### config.mk
export PLATFORM = sky130hd
export DESIGN_NAME = reg_file_param
export DESIGN_NICKNAME = d
export VERILOG_FILES = /design/src/rtl/reg_file_param.sv
export SDC_FILE = /design/constraint.sdc
export NUM_CORES = 1
export LEC_CHECK = 0
export BUFFER_PORTS_ARGS = -buffer_cell sky130_fd_sc_hd__buf_2
export CAP_MARGIN = 25
export CELL_PAD_IN_SITES_DETAIL_PLACEMENT = 2
export CELL_PAD_IN_SITES_GLOBAL_PLACEMENT = 2
export CORE_ASPECT_RATIO = 0.5
export CORE_UTILIZATION = 40
export CTS_CLUSTER_SIZE = 30
export DETAILED_ROUTE_END_ITERATION = 10
export PLACE_DENSITY = 0.78
export SLEW_MARGIN = 25
export SYNTH_ARGS = -nofsm -noshare
export SYNTH_HDL_FRONTEND = slang
export SYNTH_SLANG_ARGS = --single-unit
### constraint.sdc
create_clock -name clk -period 2.59 [get_ports clk]
set_input_delay 0.518 -clock clk [delete_from_list [all_inputs] [get_ports clk]]
set_output_delay 0.518 -clock clk [all_outputs]
set_load 0.01 [all_outputs]
### src/rtl/reg_file_param.sv
// Parametrised register file for the decode stage.
// - Two combinational read ports and one synchronous write port.
// - Optional hardwired zero register and optional write-first bypass.
// - Per-register pending-write scoreboard for hazard checks.
// - Handshaked dump engine that streams every register out in order.
module reg_file_param #(
  parameter int DATA_W   = 16,
  parameter int ADDR_W   = 4,
  parameter int ZERO_REG = 1,
  parameter int BYPASS   = 1
) (
  input  logic              clk,
  input  logic              rst_n,
  input  logic              wr_en,
  input  logic [ADDR_W-1:0] wr_addr,
  input  logic [DATA_W-1:0] wr_data,
  input  logic [ADDR_W-1:0] rs_addr,
  input  logic [ADDR_W-1:0] rt_addr,
  output logic [DATA_W-1:0] rs_data,
  output logic [DATA_W-1:0] rt_data,
  input  logic              mark_en,
  input  logic [ADDR_W-1:0] mark_addr,
  output logic              rs_pending,
  output logic              rt_pending,
  input  logic              dump_start,
  output logic              dump_valid,
  input  logic              dump_ready,
  output logic [ADDR_W-1:0] dump_addr,
  output logic [DATA_W-1:0] dump_data,
  output logic              dump_busy,
  output logic              dump_done
);

  localparam int DEPTH = 2 ** ADDR_W;
  localparam bit ZERO_EN = (ZERO_REG != 0);
  localparam bit BYP_EN  = (BYPASS != 0);
  localparam logic [ADDR_W-1:0] LAST_IDX = {ADDR_W{1'b1}};

  // Dump handshake: a word moves on a rising edge where dump_valid and
  // dump_ready are both 1; while valid is high and ready is low, dump_addr
  // and dump_data stay unchanged. dump_valid never depends on dump_ready.
  typedef enum logic [1:0] {
    S_IDLE = 2'd0,
    S_LOAD = 2'd1,
    S_SEND = 2'd2,
    S_DONE = 2'd3
  } dump_state_e;

  logic [DATA_W-1:0] mem_q [DEPTH];
  logic [DATA_W-1:0] mem_d [DEPTH];
  logic [DEPTH-1:0]  pend_q, pend_d;

  dump_state_e       state_q, state_d;
  logic [ADDR_W-1:0] idx_q, idx_d;
  logic [ADDR_W-1:0] dump_addr_q, dump_addr_d;
  logic [DATA_W-1:0] dump_data_q, dump_data_d;

  // Observable copy of the dump FSM state for checkers.
  dump_state_e       dump_state;
  assign dump_state = state_q;

  logic wr_ok;
  logic rs_hit, rt_hit;
  assign wr_ok  = wr_en && !(ZERO_EN && (wr_addr == '0));
  assign rs_hit = BYP_EN && wr_en && (wr_addr == rs_addr);
  assign rt_hit = BYP_EN && wr_en && (wr_addr == rt_addr);

  // Next register contents and scoreboard; a mark beats a same-cycle write.
  always_comb begin
    mem_d  = mem_q;
    pend_d = pend_q;
    if (wr_ok) mem_d[wr_addr] = wr_data;
    if (wr_en) pend_d[wr_addr] = 1'b0;
    if (mark_en) pend_d[mark_addr] = 1'b1;
    if (ZERO_EN) pend_d[0] = 1'b0;
  end

  // Read port A: zero register, then bypass, then array.
  always_comb begin
    rs_data = mem_q[rs_addr];
    if (ZERO_EN && (rs_addr == '0)) rs_data = '0;
    else if (rs_hit) rs_data = wr_data;
  end

  // Read port B: same priority as port A.
  always_comb begin
    rt_data = mem_q[rt_addr];
    if (ZERO_EN && (rt_addr == '0)) rt_data = '0;
    else if (rt_hit) rt_data = wr_data;
  end

  // Pending flags; a write landing this cycle resolves the hazard via bypass.
  always_comb begin
    rs_pending = pend_q[rs_addr] && !rs_hit;
    rt_pending = pend_q[rt_addr] && !rt_hit;
  end

  // Dump FSM next state; LOAD samples the array before this cycle's write.
  always_comb begin
    state_d     = state_q;
    idx_d       = idx_q;
    dump_addr_d = dump_addr_q;
    dump_data_d = dump_data_q;
    case (state_q)
      S_IDLE: begin
        if (dump_start) begin
          state_d = S_LOAD;
          idx_d   = '0;
        end
      end
      S_LOAD: begin
        dump_addr_d = idx_q;
        dump_data_d = (ZERO_EN && (idx_q == '0)) ? '0 : mem_q[idx_q];
        state_d     = S_SEND;
      end
      S_SEND: begin
        if (dump_ready) begin
          if (idx_q == LAST_IDX) begin
            state_d = S_DONE;
          end else begin
            idx_d   = idx_q + 1'b1;
            state_d = S_LOAD;
          end
        end
      end
      S_DONE: state_d = S_IDLE;
      default: state_d = S_IDLE;
    endcase
  end

  assign dump_valid = (state_q == S_SEND);
  assign dump_busy  = (state_q != S_IDLE);
  assign dump_done  = (state_q == S_DONE);
  assign dump_addr  = dump_addr_q;
  assign dump_data  = dump_data_q;

  // State registers with synchronous active-low clear.
  always_ff @(posedge clk) begin
    if (!rst_n) begin
      for (int i = 0; i < DEPTH; i++) mem_q[i] <= '0;
      pend_q      <= '0;
      state_q     <= S_IDLE;
      idx_q       <= '0;
      dump_addr_q <= '0;
      dump_data_q <= '0;
    end else begin
      for (int i = 0; i < DEPTH; i++) mem_q[i] <= mem_d[i];
      pend_q      <= pend_d;
      state_q     <= state_d;
      idx_q       <= idx_d;
      dump_addr_q <= dump_addr_d;
      dump_data_q <= dump_data_d;
    end
  end

endmodule

# Yosys cells after proc, flatten, opt, wreduce, memory -nomap -nowiden
# Index checks and enable logic that the tools add are counted.
[op_classes] n_addsub=1 magnitude_cmp=11 eq_ne=9 n_mux=35 bitwise_logic=7 n_reduce_logical=20
[ops] cell="$bwmux 256" count=1
[ops] cell="$mux 16" count=14
[ops] cell="$bmux 16 s4" count=3
[ops] cell="$demux 16 s4" count=1
[ops] cell="$ge 5x5->1 const B" count=4
[ops] cell="$lt 4x5->1 const B" count=4
[ops] cell="$not 4->5" count=4
[ops] cell="$and 16x16->16" count=1
[ops] cell="$logic_not 4->1" count=4
[ops] cell="$not 16->16" count=1
[ops] cell="$or 16x16->16" count=1
[ops] cell="$mux 4" count=3
[ops] cell="$bmux 1 s4" count=2
[ops] cell="$demux 1 s4" count=2
[ops] cell="$eq 4x4->1" count=2
[ops] cell="$ge 4x1->1 const B" count=2
[ops] cell="$logic_and 1x1->1" count=8
[ops] cell="$pmux 2 s4" count=1
[ops] cell="$pmux 4 s2" count=1
[ops] cell="$mux 2" count=3
[ops] cell="$lt 5x1->1 const B" count=1
[ops] cell="$add 4x1->4 const B" count=1
[ops] cell="$eq 2x2->1 const B" count=2
[ops] cell="$eq 4x4->1 const B" count=1
[ops] cell="9 further kinds" count=16
[word_totals] reg_bits=298 inputBits=38 output_inout_bits=57 word_cells=105

# Depth between registers and ports, before layout
# Gate-level depths: netlist of the first run.
[logic_depth] ltp_word=9 ltp_mapped=10 mapped_depth_nobuf=6

# Worst setup path before layout of the first run
# OpenSTA, ideal clock, no wires.
[synth_path] kind="input port to output port" start="input rs_addr[0]" end="output rs_data[10]" arrival_time_ns=1.919 required_ns=2.072 slack_ns=0.153 path_stages=6 path_buffers=2 cell_sequence="buf_2 > buf_2 > mux4_2 > o22ai_1 > nor2_1 > a22o_1"
[synth_between] elab_chain_len=6 elab_cells_between_ends=9 cone_classes="eq/ne: 1; mux: 5; bitwise: 1; reduce/logical: 2"
[synth_lines] item="start, declared" line="17" rtl="input logic [ADDR_W-1:0] rs_addr,"
[synth_lines] item="$not 4->5 (implied by the code)" line="80" rtl="rs_data = mem_q[rs_addr];"
[synth_lines] item="$bmux 16 s4" line="80"
[synth_lines] item="$mux 16 (implied by the code) (2 in series)" line="80"
[synth_lines] item="$mux 16" line="82" rtl="else if (rs_hit) rs_data = wr_data;"
[synth_lines] item="$mux 16 (*)" line="81" rtl="if (ZERO_EN && (rs_addr == '0)) rs_data = '0;"
[synth_lines] item="end, declared" line="19" rtl="output logic [DATA_W-1:0] rs_data,"
# Mark *: on every way between the ends. The rest lies on a longest branch, timed or not. The select of a mux whose other input is x is not followed.

# Worst setup path after layout of the first run
[layout_path] start="input rt_addr[2]" end="output rt_data[5]"
[layout_between] elab_chain_len=6 elab_cells_between_ends=9 cone_classes="eq/ne: 1; mux: 5; bitwise: 1; reduce/logical: 2"
[layout_lines] item="start, declared" line="18" rtl="input logic [ADDR_W-1:0] rt_addr,"
[layout_lines] item="$not 4->5 (implied by the code)" line="87" rtl="rt_data = mem_q[rt_addr];"
[layout_lines] item="$bmux 16 s4" line="87"
[layout_lines] item="$mux 16 (implied by the code) (2 in series)" line="87"
[layout_lines] item="$mux 16" line="89" rtl="else if (rt_hit) rt_data = wr_data;"
[layout_lines] item="$mux 16 (*)" line="88" rtl="if (ZERO_EN && (rt_addr == '0)) rt_data = '0;"
[layout_lines] item="end, declared" line="20" rtl="output logic [DATA_W-1:0] rt_data,"
# Marked as above.

==> results of run 1 <==
worst min path at each step:
stage	to	slack [ns]	from	depth (start not counted)
6_report	mem_q[225]$_SDFFE_PN0P_	0.17	rst_n	2
2_1_floorplan	mem_q[158]$_SDFFE_PN0P_	0.45	mem_q[158]$_SDFFE_PN0P_	2
3_5_place_dp	dump_addr[2]$_SDFFE_PN0N_	0.46	dump_addr[2]$_SDFFE_PN0N_	2
4_1_cts	idx_q[1]$_SDFFE_PN0P_	0.19	rst_n	2
5_1_grt	mem_q[176]$_SDFFE_PN0P_	0.19	rst_n	2
3_3_place_gp	dump_addr[2]$_SDFFE_PN0N_	0.45	dump_addr[2]$_SDFFE_PN0N_	2
sequential cells by signal, summed over array words and instances, names as in the netlist:
name        count
mem_q         256
dump_data      16
pend_q         15
dump_addr       4
idx_q           4
dump_state      2
cell type report:
class                      instances  area (sq um)  area share
timing repair buffer             334          2980       0.133
antenna                            4          10.0    0.000446
clock buffer                      42           847      0.0378
clock inverter                    16           141     0.00630
sequential                       297          6140       0.274
inverter                           5          18.8    0.000837
multi-input combinational       1361         11600       0.515
tap                              588           736      0.0328
logic make-up (layout without fill, tap and decap cells):
group,count (synthesis),after routing,share of synthesized area
and+or+nand+nor,632,633,0.148
muxes,286,286,0.282
DFF,297,297,0.337
xor gates and xnor gates,9,9,0.00446
adders and majority gates,2,2,0.00142
AOI/OAI and AO/OA,431,431,0.180
other,0,4,0
buffers and inverters,194,397,0.0487
worst max-delay path, cell delays in order:
cell and delay [ns]:
buf_4 0.23, buf_4 0.28, mux2i_1 0.54, a221oi_1 0.27
buf_4 0.21, a22oi_2 0.19, a21oi_2 0.10, buf_2 0.16
cell usage after synthesis (4+ instances only):
| cell type | n |
|---|---|
| nand2_1 | 511 |
| dfxtp_1 | 297 |
| a21boi_1 | 243 |
| mux4_2 | 167 |
| clkbuf_1 | 129 |
| mux2i_1 | 102 |
| buf_2 | 45 |
| a22oi_1 | 42 |
| nor2_1 | 32 |
| o22ai_1 | 31 |
| nor2b_1 | 23 |
| and2_1 | 22 |
| o21ai_1 | 19 |
| a21oi_1 | 18 |
| a22o_1 | 17 |
| a221oi_1 | 16 |
| a2bb2oi_1 | 16 |
| mux2_2 | 16 |
| o31ai_1 | 16 |
| nand3_1 | 9 |
| xnor2_1 | 8 |
| buf_6 | 6 |
| nand2b_1 | 6 |
| buf_4 | 5 |
| and3_1 | 4 |
| inv_1 | 4 |
| nor2_2 | 4 |
cell usage in the layout, fill, tap and decap left out, drive strengths merged, types with 3 or more instances in the layout:
master / synthesis / layout
nand2: 511 / 511
buf: 60 / 333
dfxtp: 297 / 297
a21boi: 245 / 245
mux4: 167 / 167
mux2i: 102 / 102
clkbuf: 129 / 43
a22oi: 42 / 42
nor2: 36 / 36
o22ai: 31 / 31
nor2b: 23 / 23
and2: 22 / 22
o21ai: 19 / 19
a21oi: 19 / 19
mux2: 17 / 17
a22o: 17 / 17
a2bb2oi: 16 / 16
a221oi: 16 / 16
o31ai: 16 / 16
clkinv: 0 / 10
nand3: 9 / 9
xnor2: 8 / 8
nand2b: 6 / 6
inv: 5 / 6
nor3: 5 / 5
diode: 0 / 4
and3: 4 / 4
or2: 3 / 4
a32oi: 3 / 3
clkinvlp: 0 / 3
nor3b: 3 / 3
or3: 3 / 3
power groups by stage:
stage	clock network (W)	logic (W)	registers [W]
after floorplan	0	0.000888	0.00476
after global placement	0	0.00152	0.00481
after detailed placement	0	0.00155	0.00482
after CTS	0.00463	0.00170	0.00471
after global routing	0.00497	0.00203	0.00472
final	0.00489	0.00205	0.00472
layer usage:
layer,GRT usage,part of all wire,wire length (um)
met5,0,0.00098,113
met4,0.215,0.086,9900
met3,0.159,0.15,17600
met2,0.687,0.41,47700
met1,0.555,0.35,39800
through the flow:
step                total power, W  hold WS, ns  setup TNS [ns]
floorplan                  0.00565        0.451               0
global placement           0.00633        0.448           -7.48
detailed placement         0.00637        0.460           -8.19
CTS                         0.0110        0.190           -3.02
global route                0.0117        0.190           -7.27
finish                      0.0117        0.170           -8.03
what timing repair did:
| item | CTS | global route |
|---|---|---|
| pin swaps | 48 | 22 |
| endpoints found under the hold margin | 0 | 0 |
| buffers inserted | 28 | 13 |
| resized for setup | 209 | 136 |
| cloned | 4 | 2 |
| setup endpoints to repair | 34 | 35 |
==> results_dict.tcl, run 1 <==
set metrics [dict create \
    drv.max_cap_violation_count 0 \
    finalHoldViolCount 0 \
    cts_hold_buffers 0 \
    critPathRequiredTime_ns 2.07 \
    timing.critical_path.from_type "input port" \
    sequentialPowerShare 0.405 \
    crit_path_max_fanout 9 \
    drc_errors 0 \
    synth_async_sr_flop_share 0 \
    dp.cells 2540 \
    swShare 0.319 \
    initialDrtViolationCount 3512 \
    stdcell_count 2647 \
    timing_max_transition_violations_final 0 \
    area_delta_synth_final_pct 27.0 \
    tritoncts "yes" \
    cts_sinks 297 \
    layout.core_utilization 0.515 \
    synthDominantAreaCellType "dfxtp_1" \
    synthCells 1851 \
    clkPwrFrac 0.420 \
    worst_pin_slew_ns 1.07 \
    vdd_ir_drop_max_mv 0.578 \
    fp.dieArea_sq_um 45100 \
    yosys_warnings 0 \
    post-place-ws_ns -0.305 \
    clkSlewWorstSetupHoldPaths_ns 0.08 \
    net-switching-power_w 0.00372 \
    cts_inserted_buffers 31 \
    failed_checks "negative setup slack" \
    holdCritPathClass "in2reg" \
    grt_pass1_vias 19700 \
    final_area_sq_um 22400 \
    timing.rr.end "dump_data[14]$_SDFFE_PN0N_" \
    worst_endpoint_data_arrival_time_ns 2.52 \
    floorplan.io_pins 95 \
    dominantRegCellSynth "dfxtp_1" \
    synth.avg_cell_area_sq_um 9.54 \
    place_area_sq_um 19900 \
    endpoint_kind "output pin" \
    fp.dieH_um 151 \
    global_route_wire_length_before_repair_mm 145 \
    total_leakage_power_nw 7.95 \
    final-setup-viol-count 34 \
    worstSetupPathType "in2out" \
    power-per-cell-area_nw_per_um2 520 \
    crit_path_time_final_ns 3.03 \
    syn_std_cell_area_sq_um 17700 \
    max_freq_mhz 330 \
    antenna_found_initial 8 \
    final_layout_size_suffix_gt1_frac 0.400 \
    synth_seq_area_share 0.337 \
    synth.area.top_cells "dfxtp_1 34%, mux4_2 21%, nand2_1 11%" \
    intPower_w 0.00794 \
    die_width_um 299 \
    routed_via_density 7.50 \
    via_count 19900 \
    post-dp-hpwl_mm 57.2 \
    start_util 0.405 \
    comb_power_share 0.175 \
    postSynthNetCount 1891 \
    yosysUniqueCellTypes 52 \
    finalWirelength_mm 115 \
    pin_count_of_the_biggest_net_entering_global_routing 115 \
    detail_route.wl_per_cell_um 43.5 \
    worst_skew_pair_later_pin_latency_ns 0.64 \
    finish.net_count 2070 \
    cp_startpoint "rt_addr[2]" \
    fp-row-count 54 \
    fillers 4379 \
    slew-limit-headroom 0.287 \
    launch_point_of_the_worst_reg_to_reg_path "idx_q[0]$_SDFFE_PN0P_" \
    final_min_period_over_clock_period 1.17 \
    postRouteAntennaNets 0 \
    grt_usage 0.445 \
    final_critical_path_setup_slack_ns -0.444 \
    endpoint_of_the_worst_setup_timing_path "rt_data[5]" \
    grt-ovfl-total 0 \
    synth_seq_cells 297 \
    edff_count_synth 0 \
    reg2reg_setup_slack_ns 0.14 \
    io_buffers 94 \
    status "complete, but fails checks" \
    max-clock-path-buffers 3 \
    fraction_of_synthesized_cell_area_taken_by_the_top_area_cell_type 0.337 \
    ctsRootBufferMaster "clkbuf_16" \
    design.core.area_sq_um 43600 \
    h-tree-depth 1 \
    place.gp.congestion 0.969 \
    first_pass_iters 6 \
    r2r.worst_path.cells 4 \
    fin_skew_ns 0.0537 \
    rsz_0062_raised_after_global_routing "yes" \
]
(Power assumes the default switching activity.)
==> inputs of run 2 (changes only) <==
CORE_UTILIZATION = 41   (was 40)
CTS_BUF_LIST = sky130_fd_sc_hd__clkbuf_2   (was unset)
PLACE_DENSITY = 0.79   (was 0.78)
==> run 2 against run 1 <==
  * The run still ends with negative setup slack left
  * Hold slack better by 0.0023 ns
  * Fmax is 13% lower
  * Via count is 0.40% lower
  * Power is 9.2% lower
  * Critical path type is now reg2out
==> results_dict.tcl, run 2 (same netlist as run 1, synthesis figures left out) <==
set metrics [dict create \
    area_delta_synth_final_pct 25.1 \
    timing_max_transition_violations_final 0 \
    pin_count_of_the_biggest_net_entering_global_routing 81 \
    registers.top_by_ff_count "mem_q" \
    max_freq_mhz 287 \
    endpoint_of_the_worst_setup_timing_path "rt_data[8]" \
    stdcell_count 2744 \
    postRouteAntennaNets 0 \
    worst_skew_pair_later_pin_latency_ns 1.17 \
    fin_total_pwr_w 0.0106 \
    drc_errors 0 \
    timing.critical_path.from_type "flip-flop" \
    final_min_period_over_clock_period 1.35 \
    worstSetupPathType "reg2out" \
    timing.rr.end "dump_data[15]$_SDFFE_PN0N_" \
    io_buffers 94 \
    largest_register_ff_count 256 \
    vdd_ir_drop_max_mv 0.277 \
    cts_inserted_buffers 76 \
    power-per-cell-area_nw_per_um2 479 \
    clkSlewWorstSetupHoldPaths_ns 0.19 \
    timing.setup.tns_ns -23.24 \
    timing.critical_path.buf_inv 1 \
    worst_endpoint_data_arrival_time_ns 2.97 \
    max-clock-path-buffers 3 \
    fp.dieH_um 149 \
    cp_slowest_cell "mux4_2" \
    min_path_cells 6 \
    grt_usage 0.476 \
    reg2reg_setup_slack_ns 0.21 \
    global_route_wire_length_before_repair_mm 150 \
    first_pass_iters 5 \
    design.core.area_sq_um 42200 \
    routed_via_density 7.21 \
    post-dp-hpwl_mm 60.4 \
    dp.cells 2536 \
    crit_path_max_fanout 4 \
    final_area_sq_um 22100 \
    h-tree-depth 3 \
    floorplan.io_pins 95 \
    final-setup-viol-count 34 \
    antenna_found_initial 8 \
    drv.max_cap_violation_count 0 \
    finish.net_count 2149 \
    final_critical_path_setup_slack_ns -0.895 \
    via_count 19800 \
    rsz_0062_raised_after_global_routing "yes" \
    finalHoldViolCount 0 \
    grt-ovfl-total 0 \
    r2r.worst_path.cells 5 \
    slew-limit-headroom 0.361 \
    grt_pass1_vias 21000 \
    kind_of_cell_adding_the_most_delay_to_the_critical_path "multiplexers" \
    fp.dieArea_sq_um 44000 \
    cp_startpoint "mem_q[248]$_SDFFE_PN0P_" \
    place_area_sq_um 20000 \
    ctsRootBufferMaster "clkbuf_2" \
    endpoint_kind "output pin" \
    final.hold.worst_slack_ns 0.172 \
    die_width_um 296 \
    worst-path-stages 5 \
    mostFrequentLayoutCells "511 x nand2_1, 243 x a21boi_1, 197 x buf_4" \
    fin_skew_ns 0.175 \
    start_util 0.418 \
    launch_point_of_the_worst_reg_to_reg_path "idx_q[0]$_SDFFE_PN0P_" \
    critPathMaxStageDelay_ns 0.50 \
    initialDrtViolationCount 2827 \
    final_layout_size_suffix_gt1_frac 0.401 \
    finalWirelength_mm 113 \
    holdCritPathClass "in2reg" \
    detail_route.wl_per_cell_um 41.3 \
    failed_checks "negative setup slack" \
    status "complete, but fails checks" \
    total_leakage_power_nw 8.07 \
    worst_pin_slew_ns 0.958 \
    cts_sinks 297 \
    place.gp.congestion 0.964 \
    fp-row-count 53 \
    critical_path.cell_chain "mux4_2 -> mux2_2 -> a22oi_2 -> a21oi_2 -> buf_2" \
    final_common_cell "nand2_1" \
    crit_path_time_final_ns 3.48 \
    tritoncts "yes" \
    critPathRequiredTime_ns 2.07 \
]
-- run 2: cell types whose count changed in the layout (fill, tap and decap cells not counted), moves of 13 or more --
cell           delta
mux2i_1          +15
clkbuf_16        -32
buf_6            -13
clkinv_1         +22
buf_4            +26
dlygate4sd3_1    +27
clkbuf_2         +99
-- run 2: power breakdown --
group          internal, W  switching [W]  leakage, nW
sequential         0.00462      0.0000886         2.47
clock              0.00115        0.00270        0.496
combinational     0.000806        0.00122         5.10
total              0.00658        0.00401         8.07
-- run 2: layout make-up --
cell class	instances	area [sq um]
inverter	5	18.8
clock buffer	99	495
antenna	5	12.5
tap	577	722
timing repair buffer	369	3140
sequential	297	6150
clock inverter	32	159
fill	4341	20100
multi-input combinational	1360	11400
-- run 2: worst register-to-register path, cell delays in order (launching register included) --
cell and delay [ns]:
dfxtp_4 0.51, buf_4 0.33, mux4_2 0.55, mux2i_1 0.45
a2bb2oi_1 0.24, o21ai_1 0.17
-- run 2: stage by stage --
step | worst slack [ns] | util
after floorplan | 0.153 | -
after global placement | -0.504 | 0.473
after detailed placement | -0.416 | 0.473
after CTS | -0.733 | 0.518
after global routing | -0.864 | 0.523
final | -0.895 | 0.523
-- run 2: what timing repair did --
action | 4_1_cts | 5_1_grt
pin swaps | 71 | 13
resized for setup | 215 | 68
hold buffers | 27 | 0
setup endpoints to repair | 35 | 35
hold endpoints to repair | 238 | 0
buffers inserted | 43 | 2
-- run 2: worst min-delay path by stage --
stage                                endpoint                 startpoint  slack (ns)
global route           mem_q[61]$_SDFFE_PN0P_                 wr_addr[1]        0.23
detailed placement  dump_addr[2]$_SDFFE_PN0N_  dump_addr[2]$_SDFFE_PN0N_        0.46
global placement    dump_addr[2]$_SDFFE_PN0N_  dump_addr[2]$_SDFFE_PN0N_        0.45
finish                 mem_q[61]$_SDFFE_PN0P_                 wr_addr[1]        0.17
floorplan             mem_q[158]$_SDFFE_PN0P_    mem_q[158]$_SDFFE_PN0P_        0.45
CTS                    mem_q[58]$_SDFFE_PN0P_                 wr_addr[1]        0.17
-- run 2: per-layer routing --
layer,global-route usage,up-vias,share of wire
met2,0.720,1914,0.42
met5,0,-,0.00025
met3,0.176,826,0.14
li1,-,7235,-
met1,0.575,9794,0.35
met4,0.304,4,0.086
